<file path="src/rtl/identifier_scanner.sv">
// Boot-time AXI4-Lite reader for the identifier block.
// Captures six ID words, then checks version and hash.
module identifier_scanner #(
  parameter logic [15:0] EXP_MAJOR      = 16'd1,
  parameter logic [15:0] MIN_MINOR      = 16'd0,
  parameter int unsigned TIMEOUT_CYCLES = 255,
  parameter bit          AUTO_START     = 1'b1
) (
  input  logic         aclk,
  input  logic         aresetn,
  input  logic         start,
  output logic         busy,
  output logic         done,
  output logic         pass,
  output logic [2:0]   err_code,
  output logic [31:0]  hash,
  output logic [127:0] name,
  output logic [31:0]  version,
  output logic         m_arvalid,
  input  logic         m_arready,
  output logic [7:0]   m_araddr,
  input  logic         m_rvalid,
  output logic         m_rready,
  input  logic [31:0]  m_rdata,
  input  logic [1:0]   m_rresp
);

  localparam int CW = $clog2(TIMEOUT_CYCLES + 1);

  typedef enum logic [2:0] {
    S_IDLE,
    S_ADDR,
    S_DATA,
    S_CHECK,
    S_DONE
  } state_t;

  state_t      state;
  state_t      state_n;
  logic [2:0]  idx;
  logic [CW-1:0] cnt;
  logic        live;
  logic        auto_q;
  logic        go;
  logic        to_hit;
  logic        r_hs;
  logic        phase;
  logic [16:0] minor_diff;
  logic [2:0]  chk_code;

  assign to_hit = (cnt == CW'(TIMEOUT_CYCLES));
  assign go     = start | auto_q;
  assign phase  = (state == S_ADDR) || (state == S_DATA);

  assign m_arvalid = (state == S_ADDR) && !to_hit;
  assign m_araddr  = {3'b000, idx, 2'b00};
  // Idle beats are drained, but never while reset is holding us.
  assign m_rready  = live &&
                     ((state == S_IDLE) ||
                      (state == S_DONE) ||
                      ((state == S_DATA) && !to_hit));
  assign r_hs      = (state == S_DATA) && m_rready && m_rvalid;
  assign busy      = phase || (state == S_CHECK);

  assign minor_diff = {1'b0, version[15:0]} - {1'b0, MIN_MINOR};

  always_comb begin
    chk_code = 3'd0;
    if ((version[31:16] != EXP_MAJOR) || minor_diff[16])
      chk_code = 3'd3;
    else if (hash == 32'd0)
      chk_code = 3'd4;
  end

  always_comb begin
    state_n = state;
    unique case (state)
      S_IDLE, S_DONE: begin
        if (go) state_n = S_ADDR;
      end
      S_ADDR: begin
        if (to_hit)         state_n = S_DONE;
        else if (m_arready) state_n = S_DATA;
      end
      S_DATA: begin
        if (to_hit)              state_n = S_DONE;
        else if (r_hs) begin
          if (m_rresp != 2'b00)  state_n = S_DONE;
          else if (idx == 3'd5)  state_n = S_CHECK;
          else                   state_n = S_ADDR;
        end
      end
      S_CHECK: state_n = S_DONE;
      default: state_n = S_IDLE;
    endcase
  end

  always_ff @(posedge aclk or negedge aresetn) begin
    if (!aresetn) state <= S_IDLE;
    else          state <= state_n;
  end

  always_ff @(posedge aclk or negedge aresetn) begin
    if (!aresetn) begin
      live     <= 1'b0;
      auto_q   <= AUTO_START;
      idx      <= 3'd0;
      cnt      <= '0;
      done     <= 1'b0;
      pass     <= 1'b0;
      err_code <= 3'd0;
      hash     <= 32'd0;
      name     <= 128'd0;
      version  <= 32'd0;
    end else begin
      live   <= 1'b1;
      auto_q <= 1'b0;
      if ((state_n != state) &&
          ((state_n == S_ADDR) || (state_n == S_DATA)))
        cnt <= '0;
      else if (phase && !to_hit)
        cnt <= cnt + CW'(1);
      unique case (state)
        S_IDLE, S_DONE: begin
          if (go) begin
            idx      <= 3'd0;
            done     <= 1'b0;
            pass     <= 1'b0;
            err_code <= 3'd0;
            hash     <= 32'd0;
            name     <= 128'd0;
            version  <= 32'd0;
          end
        end
        S_ADDR: begin
          if (to_hit) begin
            err_code <= 3'd2;
            done     <= 1'b1;
          end
        end
        S_DATA: begin
          if (to_hit) begin
            err_code <= 3'd2;
            done     <= 1'b1;
          end else if (r_hs) begin
            if (m_rresp != 2'b00) begin
              err_code <= 3'd1;
              done     <= 1'b1;
            end else begin
              unique case (idx)
                3'd0:    hash           <= m_rdata;
                3'd1:    name[31:0]     <= m_rdata;
                3'd2:    name[63:32]    <= m_rdata;
                3'd3:    name[95:64]    <= m_rdata;
                3'd4:    name[127:96]   <= m_rdata;
                3'd5:    version        <= m_rdata;
                default: ;
              endcase
              if (idx != 3'd5) idx <= idx + 3'd1;
            end
          end
        end
        S_CHECK: begin
          err_code <= chk_code;
          done     <= 1'b1;
          pass     <= (chk_code == 3'd0);
        end
        default: ;
      endcase
    end
  end

endmodule

</file>
<file path="config.mk">
export PLATFORM = sky130hd
export DESIGN_NAME = identifier_scanner
export DESIGN_NICKNAME = d
export VERILOG_FILES = /design/src/rtl/identifier_scanner.sv
export SDC_FILE = /design/constraint.sdc
export NUM_CORES = 1
export LEC_CHECK = 0
export BUFFER_PORTS_ARGS = -buffer_cell sky130_fd_sc_hd__buf_4
export CAP_MARGIN = 0
export CELL_PAD_IN_SITES_DETAIL_PLACEMENT = 0
export CELL_PAD_IN_SITES_GLOBAL_PLACEMENT = 1
export CORE_ASPECT_RATIO = 0.9
export CORE_MARGIN = 2
export CORE_UTILIZATION = 45
export CTS_BUF_LIST = sky130_fd_sc_hd__clkbuf_16
export DETAILED_ROUTE_END_ITERATION = 8
export PLACE_DENSITY_LB_ADDON = 0.1
export SETUP_SLACK_MARGIN = 0.5
export SYNTH_ARGS = -nofsm -noshare
export SYNTH_HDL_FRONTEND = slang
export SYNTH_SLANG_ARGS = --single-unit
</file>
<file path="constraint.sdc">
create_clock -name aclk -period 5.6 [get_ports aclk]
set_clock_uncertainty 0.05 [all_clocks]
set_input_delay 0.84 -clock aclk [delete_from_list [all_inputs] [get_ports aclk]]
set_output_delay 0.84 -clock aclk [all_outputs]
set_load 0.005 [all_outputs]
</file>
# Yosys cells after proc, flatten, opt, wreduce, memory -nomap -nowiden
# Cells that the tools add are included.
[totals]
out_inout_bits = 208
word_cells = 128
in_bits = 39
regBits = 213
[classes]
addsub = 2
n_reduce_logical = 32
n_bitwise = 1
muxes = 50
eq_ne = 29
[ops]
columns = ["op", "n"]
rows = [
  ["$mux W128", 4],
  ["$mux W32", 13],
  ["$pmux W128 S2", 1],
  ["$pmux W32 S2", 2],
  ["$mux W3", 17],
  ["$reduce_and A6 Y1", 7],
  ["$logic_not A32 Y1", 1],
  ["$pmux W3 S4", 2],
  ["$mux W8", 2],
  ["$ne A16 B1 Y1 const B", 1],
  ["$eq A3 B2 Y1 const B", 5],
  ["$ne A2 B1 Y1 const B", 7],
  ["$ne A2 B2 Y1 const B", 5],
  ["$eq A3 B1 Y1 const B", 3],
  ["$eq A3 B3 Y1 const B", 3],
  ["$logic_not A3 Y1", 3],
  ["$add A8 B1 Y8 const B", 1],
  ["$eq A8 B8 Y1 const B", 1],
  ["$reduce_bool A2 Y1", 4],
  ["$logic_and A1 B1 Y1", 7],
  ["$ne A3 B3 Y1 const B", 2],
  ["$pmux W3 S2", 1],
  ["$logic_or A1 B1 Y1", 5],
  ["$mux W1", 5],
  ["12 further kinds", 12],
]

# Depth between registers and ports, before layout
[logic_depth]
depth_word = 14
mapped_depth = 8
ltp_nobuf = 6

# Worst setup path after synthesis
# No wires, ideal clock.
[synth_path]
path_kind = "flip-flop to flip-flop"
startpoint = "reg state[0]"
endpoint = "reg name[25]"
synth_period_minus_slack_ns = 2.310
slack_ns = 3.290
stages_incl_launch_ff = 9
path_buffers = 4
arrival_time_ns = 2.136
setup_time_ns = 0.125
cell_sequence = "dfrtp_1 buf_2 or3b_1 buf_2 a211o_1 buf_6 a21oi_4 buf_6 mux2_2"
[synth_via]
elab_chain_cells = 8
word_cells_on_any_way = 18
[synth_rtl]
columns = ["element", "line_no", "source"]
rows = [
  ["from (decl)", "38", "state_t state;"],
  ["from (signal assigned)", "100", "else state <= state_n;"],
  ["$eq A3 B3 Y1, or another cell as far along", "60, 123", ""],
  ["$logic_or A1 B1 Y1 / $logic_and A1 B1 Y1 (equally long branches)", "59, 61", ""],
  ["$logic_or A1 B1 Y1", "60", "(state == S_DONE) ||"],
  ["$logic_and A1 B1 Y1", "58", "assign m_rready = live &&"],
  ["$logic_and A1 B1 Y1 (2 in series)", "62", "assign r_hs = (state == S_DATA) && m_rready && m_rvalid;"],
  ["$ne A2 B2 Y1 (no line)", "n/a", ""],
  ["$reduce_and A6 Y1 (no line)", "n/a", ""],
  ["to (signal assigned)", "152", "3'd1: name[31:0] <= m_rdata;"],
  ["to (decl)", "17", "output logic [127:0] name,"],
]
# Parallel ways exist; a longest one is shown, timed or not.
# A chain may end at the register's enable or synchronous reset.

# Worst setup path after layout
[layout_path]
startpoint = "reg state[1]"
endpoint = "reg name[77]"
# Same word-level chain as after synthesis.

==> impl_metrics.ini <==
[status]
outcome = finished clean

[timing]
slew_viol_final = 0
relSlewSlack_pct = 12.9
period_share_pct = 60.3
final.setup.tns_ns = 0
worstMarginPinSlew_ns = 1.30
period_needed_ns = 3.38
worst_slack_ns = 2.22
timing.fmax_ghz = 0.296
setup_viol = 0
rsz0062_at_grt = false
hold_viol_final = 0

[clock_network]
clk_path_buf_depth = 3
cts_setup_buffers = 0
clk_latency_ns = 0.51
cts.hold.buffers_added = 0
cts_max_level = 1
cts_resized = 0
cts_root_buf = clkbuf_16
clock-sinks = 213
cts_buffers = 23
clk_pin_slew_ns = 0.06
cts_tree = built

[layout]
layout.cells.non_filler = 1112
diodes = 0
mostFrequentLayoutCell = buf_4
final_cell_mix = buf_4, dfrtp_1, mux2_2
drive_gt1_share_pct = 50.1
area_growth_pct = 29.3
fillers = 1557
nNetsFinal = 891

[route]
totalWireLength_um = 23300
drt_iter0_drc = 358
ant_nets = 0
vias_per_cell = 5.34
firstDrtPassIters = 4
route.detailed.drc = 0
wl_per_cell_um = 20.9
vias = 5943

[yosys]
synth_area_um2 = 8890
ys_seq_area_share_pct = 60.0
ys_ff_latch = 213
synth_top_area_cell = dfrtp_1
synthTopCellsByArea = dfrtp_1, mux2_2, mux2_1
ys.warnings.count = 0
syn_inst = 602
synth_cell_types = 49
yosysTopAreaCellShare_pct = 59.7
synth_enable_flop_cells = 0
synth-main-ff-cell = dfrtp_1
async_reset_ff_share_pct = 100
synth.avg_cell_area_um2 = 14.8

[floorplanning]
die-area_um2 = 20900
core_um2 = 19300
io_pins = 247
die_width_um = 152
rows = 48
die_h_um = 137
start_util_pct = 46.1

[global_routing]
grt_max_degree = 124
antenna_found_initial = 0
grt_pass1_vias = 6115
overflow = 0
grt_use_total_pct = 21.9
grt_pass1_wl_um = 35900

[critical_path]
crit_fanout = 32
r2r-start = state[1]$_DFF_PN0_
rr_endpoint = name[77]$_DFFE_PN0P_
setup.worst_path.class = reg -> reg
r2r_setup_slack_ns = 2.22
cp-endpoint = name[77]$_DFFE_PN0P_
startpoint = state[1]$_DFF_PN0_
arrival_ns = 3.71
cp_data_required_time_ns = 5.93
slowest_delay_ns = 1.10
r2r_cells = 4
path_cells = or3b_1 > a211o_1 > a21oi_4 > mux2_2
cp-start-kind = flop
slowest_stage = a21oi_4
cp-end-kind = flop

[placed_design]
dp_slack_ns = 2.25
hpwl_um = 16200
gp_congestion = 0.826
port_buffers = 241
placed_cells = 1071

[hold_path]
hold_class = in -> async

[run]
drv_cap = 0

[pwr]
p_per_area_nw_per_um2 = 570
p_leak_nw = 6.04
power_mw = 6.55
peakVddDrop_uv = 282
==> report_power, final <==
group / internal, mW / switching (mW) / total, mW
sequential: 2.10 / 0.402 / 2.50
clock: 0.836 / 0.600 / 1.44
combinational: 1.41 / 1.20 / 2.61
total: 4.35 / 2.20 / 6.55
==> state kept, by name, indices dropped and copies added (netlist names) <==
signal and count:
hash 32, idx 3, cnt 8, done 1
live 1, auto_q 1, pass 1, state 3
version 32, name 128, err_code 3
==> per-layer routing <==
layer | up-vias | GRT usage (%) | part of all wire [%]
li1 | 2663 | - | -
met1 | 3036 | 29.6 | 43
met2 | 207 | 35.4 | 47
met3 | 37 | 5.69 | 6.8
met4 | 0 | 6.49 | 2.7
met5 | - | 0 | 0
==> logic make-up (layout without fill, tap and decap cells) <==
logic type               Yosys count  count (layout)  share of synthesized area [%]
AND/OR/NAND/NOR                   94              94                           6.15
multiplexers                     194             194                           24.6
other                              2               7                         0.0845
buffers and inverters             40             295                           3.58
AO/OA/AOI/OAI                     51              51                           4.60
XOR/XNOR                           2               2                          0.197
flip-flops                       213             213                           60.0
adder cells (fa/ha/maj)            6               6                          0.845
==> layout make-up <==
type	instances	area (um^2)	share of cell area, %
repair buffers	246	1850	16.1
clock inverters	18	131	1.14
inverters	8	30.0	0.261
flip-flops and latches	213	5330	46.4
multi-input cells	354	3260	28.4
well taps	250	313	2.72
clock buffers	23	576	5.01
==> Yosys cell counts (all sizes together) (2+ instances only) <==
cell type  number
nor2b           2
inv             8
a211oi          5
o2bb2ai         2
nor4           12
buf            27
ha              6
nand2b          2
nor2           11
nor3            4
dfrtp         212
clkbuf          5
nand4           4
o22ai           2
a21oi          16
o21ai           5
and3            3
o31ai           5
mux2          192
mux2i           2
or4             4
nand3           7
and2           32
conb            2
o211ai          2
a31oi           5
and4            2
xor2            2
nand2           7
==> worst min path at each step <==
stage	startpoint	slack [ns]	cells after the start	end
3_3_place_gp	name[35]$_DFFE_PN0P_	0.42	1	name[35]$_DFFE_PN0P_
3_5_place_dp	version[3]$_DFFE_PN0P_	0.43	1	version[3]$_DFFE_PN0P_
4_1_cts	name[63]$_DFFE_PN0P_	0.44	1	name[63]$_DFFE_PN0P_
2_1_floorplan	done$_DFFE_PN0P_	0.43	1	done$_DFFE_PN0P_
5_1_grt	name[80]$_DFFE_PN0P_	0.47	1	name[80]$_DFFE_PN0P_
6_report	aresetn	0.42	1	name[9]$_DFFE_PN0P_
==> worst max-delay path: cells and delay by family (launching register included) <==
| family | cells | cell delay, ns |
|---|---|---|
| compound gates | 2 | 1.69 |
| flops | 1 | 0.51 |
| mux | 1 | 0.43 |
| simple gates | 1 | 0.54 |
==> per-stage QoR <==
step,hold slack [ns],instance area (um^2),utilization (%)
2_1_floorplan,0.429,8910,-
3_3_place_gp,0.420,10800,56.0
3_5_place_dp,0.426,10800,56.0
4_1_cts,0.440,11500,59.6
5_1_grt,0.466,11500,59.6
6_report,0.416,11500,59.6
(Power assumes the default switching activity.)
